$ cat config.mk
export PLATFORM = sky130hd
export DESIGN_NAME = if_stage
export DESIGN_NICKNAME = d
export VERILOG_FILES = /design/src/rtl/if_stage.sv
export SDC_FILE = /design/constraint.sdc
export NUM_CORES = 1
export LEC_CHECK = 0
export BUFFER_PORTS_ARGS = -buffer_cell sky130_fd_sc_hd__buf_2
export CORE_AREA = 2 2 82 84
export DETAILED_ROUTE_END_ITERATION = 8
export DIE_AREA = 0 0 84 86
export PLACE_DENSITY = 0.82
export SKIP_CTS_REPAIR_TIMING = 1
export SLEW_MARGIN = 40
export SYNTH_ARGS = -nofsm -noshare
export SYNTH_HDL_FRONTEND = slang
export SYNTH_SLANG_ARGS = --single-unit
export TNS_END_PERCENT = 100
$ cat constraint.sdc
create_clock -name clk -period 3.5 [get_ports clk]
set_input_delay 0.7 -clock clk [delete_from_list [all_inputs] [get_ports clk]]
set_output_delay 0.7 -clock clk [all_outputs]
set_load 0.02 [all_outputs]
$ cat src/rtl/if_stage.sv
`default_nettype none
// ============================================================================
//  Module      : if_stage
//  Description : Instruction-fetch stage downstream of pre-IF. Holds the
//                accepted PC until the matching inst_sram response arrives,
//                forwards the instruction to decode with zero added latency,
//                and buffers one instruction under decode back-pressure.
//                Responses whose owner was flushed are counted and dropped.
//                Optional macro FS_ADEF_EN enables the fetch-address-error
//                flag for misaligned PCs.
//  Revision    : 1.0 - initial release
// ============================================================================
module if_stage #(
  parameter int PFS_BUS_W = 32,
  parameter int FS_BUS_W  = 65,
  parameter int CNCL_W    = 2
) (
  input  logic                 clk,
  input  logic                 resetn,
  input  logic                 pfs_to_fs_valid,
  input  logic [PFS_BUS_W-1:0] pfs_to_fs_bus,
  output logic                 fs_allowin,
  output logic                 fs_block,
  input  logic                 inst_sram_data_ok,
  input  logic [31:0]          inst_sram_rdata,
  input  logic                 ds_allowin,
  output logic                 fs_to_ds_valid,
  output logic [FS_BUS_W-1:0]  fs_to_ds_bus,
  input  logic                 flush,
  input  logic                 br_taken_cancel
);

  localparam logic [1:0] c_EMPTY = 2'd0;
  localparam logic [1:0] c_WAIT  = 2'd1;
  localparam logic [1:0] c_READY = 2'd2;

  localparam logic [CNCL_W-1:0] c_CNT_MAX = '1;

  logic [1:0]           r_state;
  logic [PFS_BUS_W-1:0] r_pc;
  logic [31:0]          r_inst_buf;
  logic [CNCL_W-1:0]    r_cncl_cnt;

  logic        w_fs_valid;
  logic        w_kill;
  logic        w_live_ok;
  logic        w_fs_ready_go;
  logic        w_accept;
  logic        w_cnt_inc;
  logic        w_cnt_dec;
  logic        w_adef;
  logic [31:0] w_inst_raw;
  logic [31:0] w_inst;

  assign w_fs_valid    = (r_state != c_EMPTY);
  assign w_kill        = flush | br_taken_cancel;
  // A response only belongs to the held PC once every orphaned one has drained.
  assign w_live_ok     = inst_sram_data_ok && (r_cncl_cnt == '0);
  assign w_fs_ready_go = (r_state == c_READY) | ((r_state == c_WAIT) && w_live_ok);

  assign fs_allowin     = !w_fs_valid | (w_fs_ready_go && ds_allowin);
  assign fs_block       = w_fs_valid && !fs_allowin;
  assign fs_to_ds_valid = w_fs_valid && w_fs_ready_go && !w_kill;

  assign w_accept = pfs_to_fs_valid && fs_allowin;

  // Flush while still waiting leaves a response in flight with no owner.
  assign w_cnt_inc = flush && (r_state == c_WAIT) && !w_live_ok;
  assign w_cnt_dec = inst_sram_data_ok && (r_cncl_cnt != '0);

`ifdef FS_ADEF_EN
  assign w_adef = (r_pc[1:0] != 2'b00);
`else
  assign w_adef = 1'b0;
`endif

  // READY replays the buffered word; otherwise the SRAM data is bypassed.
  assign w_inst_raw = (r_state == c_READY) ? r_inst_buf : inst_sram_rdata;
  assign w_inst     = w_adef ? 32'h0 : w_inst_raw;

  assign fs_to_ds_bus = {w_adef, w_inst, r_pc};

  // Stage state, PC and back-pressure buffer; a new accept overrides every
  // other event because pre-IF has already redirected.
  always_ff @(posedge clk or negedge resetn) begin
    if (!resetn) begin
      r_state    <= c_EMPTY;
      r_pc       <= '0;
      r_inst_buf <= '0;
    end else if (w_accept) begin
      r_state <= c_WAIT;
      r_pc    <= pfs_to_fs_bus;
    end else if (w_kill) begin
      r_state <= c_EMPTY;
    end else if ((r_state == c_WAIT) && w_live_ok && !ds_allowin) begin
      r_state    <= c_READY;
      r_inst_buf <= inst_sram_rdata;
    end else if (fs_to_ds_valid && ds_allowin) begin
      r_state <= c_EMPTY;
    end
  end

  // Orphaned-response counter; simultaneous inc/dec cancel, and it holds at max.
  always_ff @(posedge clk or negedge resetn) begin
    if (!resetn) begin
      r_cncl_cnt <= '0;
    end else if (w_cnt_inc && !w_cnt_dec) begin
      if (r_cncl_cnt != c_CNT_MAX) begin
        r_cncl_cnt <= r_cncl_cnt + 1'b1;
      end
    end else if (w_cnt_dec && !w_cnt_inc) begin
      r_cncl_cnt <= r_cncl_cnt - 1'b1;
    end
  end

`ifndef SYNTHESIS
  // Reaching the counter ceiling means more orphans than it can track.
  a_cncl_not_max : assert property (@(posedge clk) disable iff (!resetn)
                                    r_cncl_cnt != c_CNT_MAX);
`endif

endmodule
`default_nettype wire
==> metrics.txt <==
outcome finished, final reports clean; Max FO, Critical Path 23; aggregate negative setup slack 0 ps; count of buffers inserted at the top-level ports 137; pin count of the biggest net entering global routing 69; post-route setup slack 765 ps; netlist area before placement 3050 um^2; Die Height 86 um; clock period minus final worst setup slack roughly 2700 ps; transition at the pin with the smallest max-transition slack 604 ps; initial detailed-routing violation count 93; Syn. warnings 0; buffer depth of the longest clock path 2; worst r2r path cells 4; total via count after detailed routing 2,121; kind of start point of the critical path flip-flop; Fin. Hold Viols 0; wire length of the first global-routing pass 9.95 mm; row count 29; Total Die Area ~7200 um^2; crit share post-route 78.1%; highest achievable clock rate 366 MHz; number of iterations in the first detailed-routing pass 4; element type at the critical path end output pin; number of nets produced by synthesis roughly 280; Min-Delay Path Class in2async; number of global-route vias before repair 2,169; maxcap violations 0; clock buffer count from CTS 9; via density per instance 4.98; total power per unit cell area 645 nW/um^2; number of instances in the synthesized netlist a little over 200; count of boundary I/O pins 139; root buffer selected by CTS clkbuf_8; Post-Syn Area per Cell 14.9 um^2; setup repair after global routing missed its margin false; antenna fix cells 0; critical setup path kind reg2out; final weighted congestion in routability-driven placement 0.727; core region area 6280 um^2; Starting Density 48.6%; clock skew 7.62 ps; static leakage 0.00197 uW; worst r2r src r_cncl_cnt[1]; endpoint of the worst-slack reg-to-reg timing path r_pc[8]; die outline width 84 um; pins over their slew limit 0; global-route congestion overflow total 0; total half-perimeter wirelength after legalization and detailed placement 4.47 mm; clock latency on the worst-skew pair 330 ps; total number of nets in the final design about 420; sequential cell area fraction in the yosys report 55.8%; clock sink count 68; PnR Total Power 2560 uW; share of post-route cells with drive strength above 1 a little under three quarters; clock tree from TritonCTS built; final core utilization about 63%; filler cell count in the final layout 516; WP data arrival a little over 2000 ps; Slew Limit Headroom between 50% and 60%; Final setup violation count 0; signed area change from the synthesized netlist to the final layout 30.4%; gr usage total 17.6%; number of antenna violations at the first check in global routing 0; Routed WL 6.08 mm; reg-to-reg slack, setup 1650 ps; data required time of the critical path roughly 2800 ps; clock-pin slew reported for the worst setup and hold paths after clock tree synthesis 70 ps; count of cell types in the netlist 27; H-tree depth 3; detail-routed net length per standard cell 14.3 um; worst slack on hold paths 455 ps; DRC Markers 0; Synth Register Bits 68; Max VDD drop approximately 0.44 mV; remaining antenna violation count 0; worst slack at placement 1100 ps
[where the power goes]
part           total (uW)  internal, uW  switching, uW
logic                 761           386            375
registers            1210          1070            140
clock network         588           320            268
[per-layer routing]
metal | share of wire (%) | vias to the layer above | GRT usage [%]
li1 | - | 1012 | -
met1 | 41 | 1027 | 21.1
met2 | 51 | 71 | 29.5
met3 | 5.8 | 11 | 5.97
met4 | 2.1 | 0 | 6.60
met5 | 0 | - | 0
[worst max-delay path by stage]
stage | startpoint | to | slack (ps)
after CTS | r_state[0] | fs_to_ds_bus[34] | 730
final | r_state[1] | fs_to_ds_bus[37] | 770
after detailed placement | r_state[0] | fs_to_ds_bus[34] | 1100
after global routing | r_state[1] | fs_to_ds_bus[39] | 610
after global placement | r_state[0] | fs_to_ds_bus[62] | 1130
after floorplan | inst_sram_data_ok | fs_to_ds_valid | 1280
[state kept, by name (all words and copies together), names as in the netlist]
name and flops:
r_cncl_cnt 2, r_inst_buf 32, r_pc 32, r_state 2
[cells by family after synthesis]
logic type | synth area share, %
other | 0.123
and+or+nand+nor | 3.33
AOI/OAI and AO/OA | 2.22
buffers and inverters | 2.71
DFF | 55.8
muxes | 35.8
[per-stage QoR]
step / area (um^2) / instances
final: 3980 / 426
after global routing: 3980 / 426
after CTS: 3970 / 426
after detailed placement: 3800 / 412
after global placement: 3800 / 412
after floorplan: 3050 / 204
[critical path, cell delays in order (launching register included)]
cell and delay, ps:
dfrtp_1 450, nor2b_4 360, buf_4 360, mux2_2 380, buf_2 160
[placed cells by master (no fill, tap or decap), drive strengths merged]
cell type,n
nor3,1
nand2,5
nand4bb,1
bufinv,1
nor4b,1
and2,1
buf,142
dfrtp,68
o22ai,1
nand3,1
a221oi,1
mux2i,1
a21o,1
nand2b,1
clkinv,2
nand3b,1
a21oi,1
nor2,2
inv,2
conb,1
a31oi,1
a31o,1
clkbuf,11
nor2b,4
mux2,96
a21boi,1
[layout make-up]
| cell class | count | area (um^2) | area share, % |
|---|---|---|---|
| tap | 77 | 96.3 | 2.42 |
| sequential | 68 | 1700 | 42.8 |
| clock buffer | 11 | 131 | 3.31 |
| clock inverter | 3 | 40.0 | 1.01 |
| inverter | 2 | 7.51 | 0.189 |
| multi-input combinational | 123 | 1270 | 32.0 |
| timing repair buffer | 142 | 727 | 18.3 |
[synth_stat cells (all sizes together)]
library cell | instances | area, um^2
a31o | 1 | 8.76
a221oi | 1 | 26.3
buf | 10 | 71.3
nand4bb | 1 | 11.3
a21oi | 1 | 5.00
nor4b | 1 | 8.76
a31oi | 1 | 6.26
o22ai | 1 | 6.26
nand2b | 1 | 6.26
nand3b | 1 | 7.51
nand2 | 5 | 18.8
mux2 | 96 | 1080
nand3 | 1 | 5.00
a21o | 1 | 7.51
and2 | 1 | 6.26
mux2i | 1 | 10.0
inv | 2 | 7.51
nor2b | 4 | 25.0
clkbuf | 1 | 3.75
a21boi | 1 | 7.51
nor2 | 2 | 7.51
dfrtp | 68 | 1700
conb | 1 | 3.75
nor3 | 1 | 5.00
No activity file was read; power rests on OpenSTA's default activity.
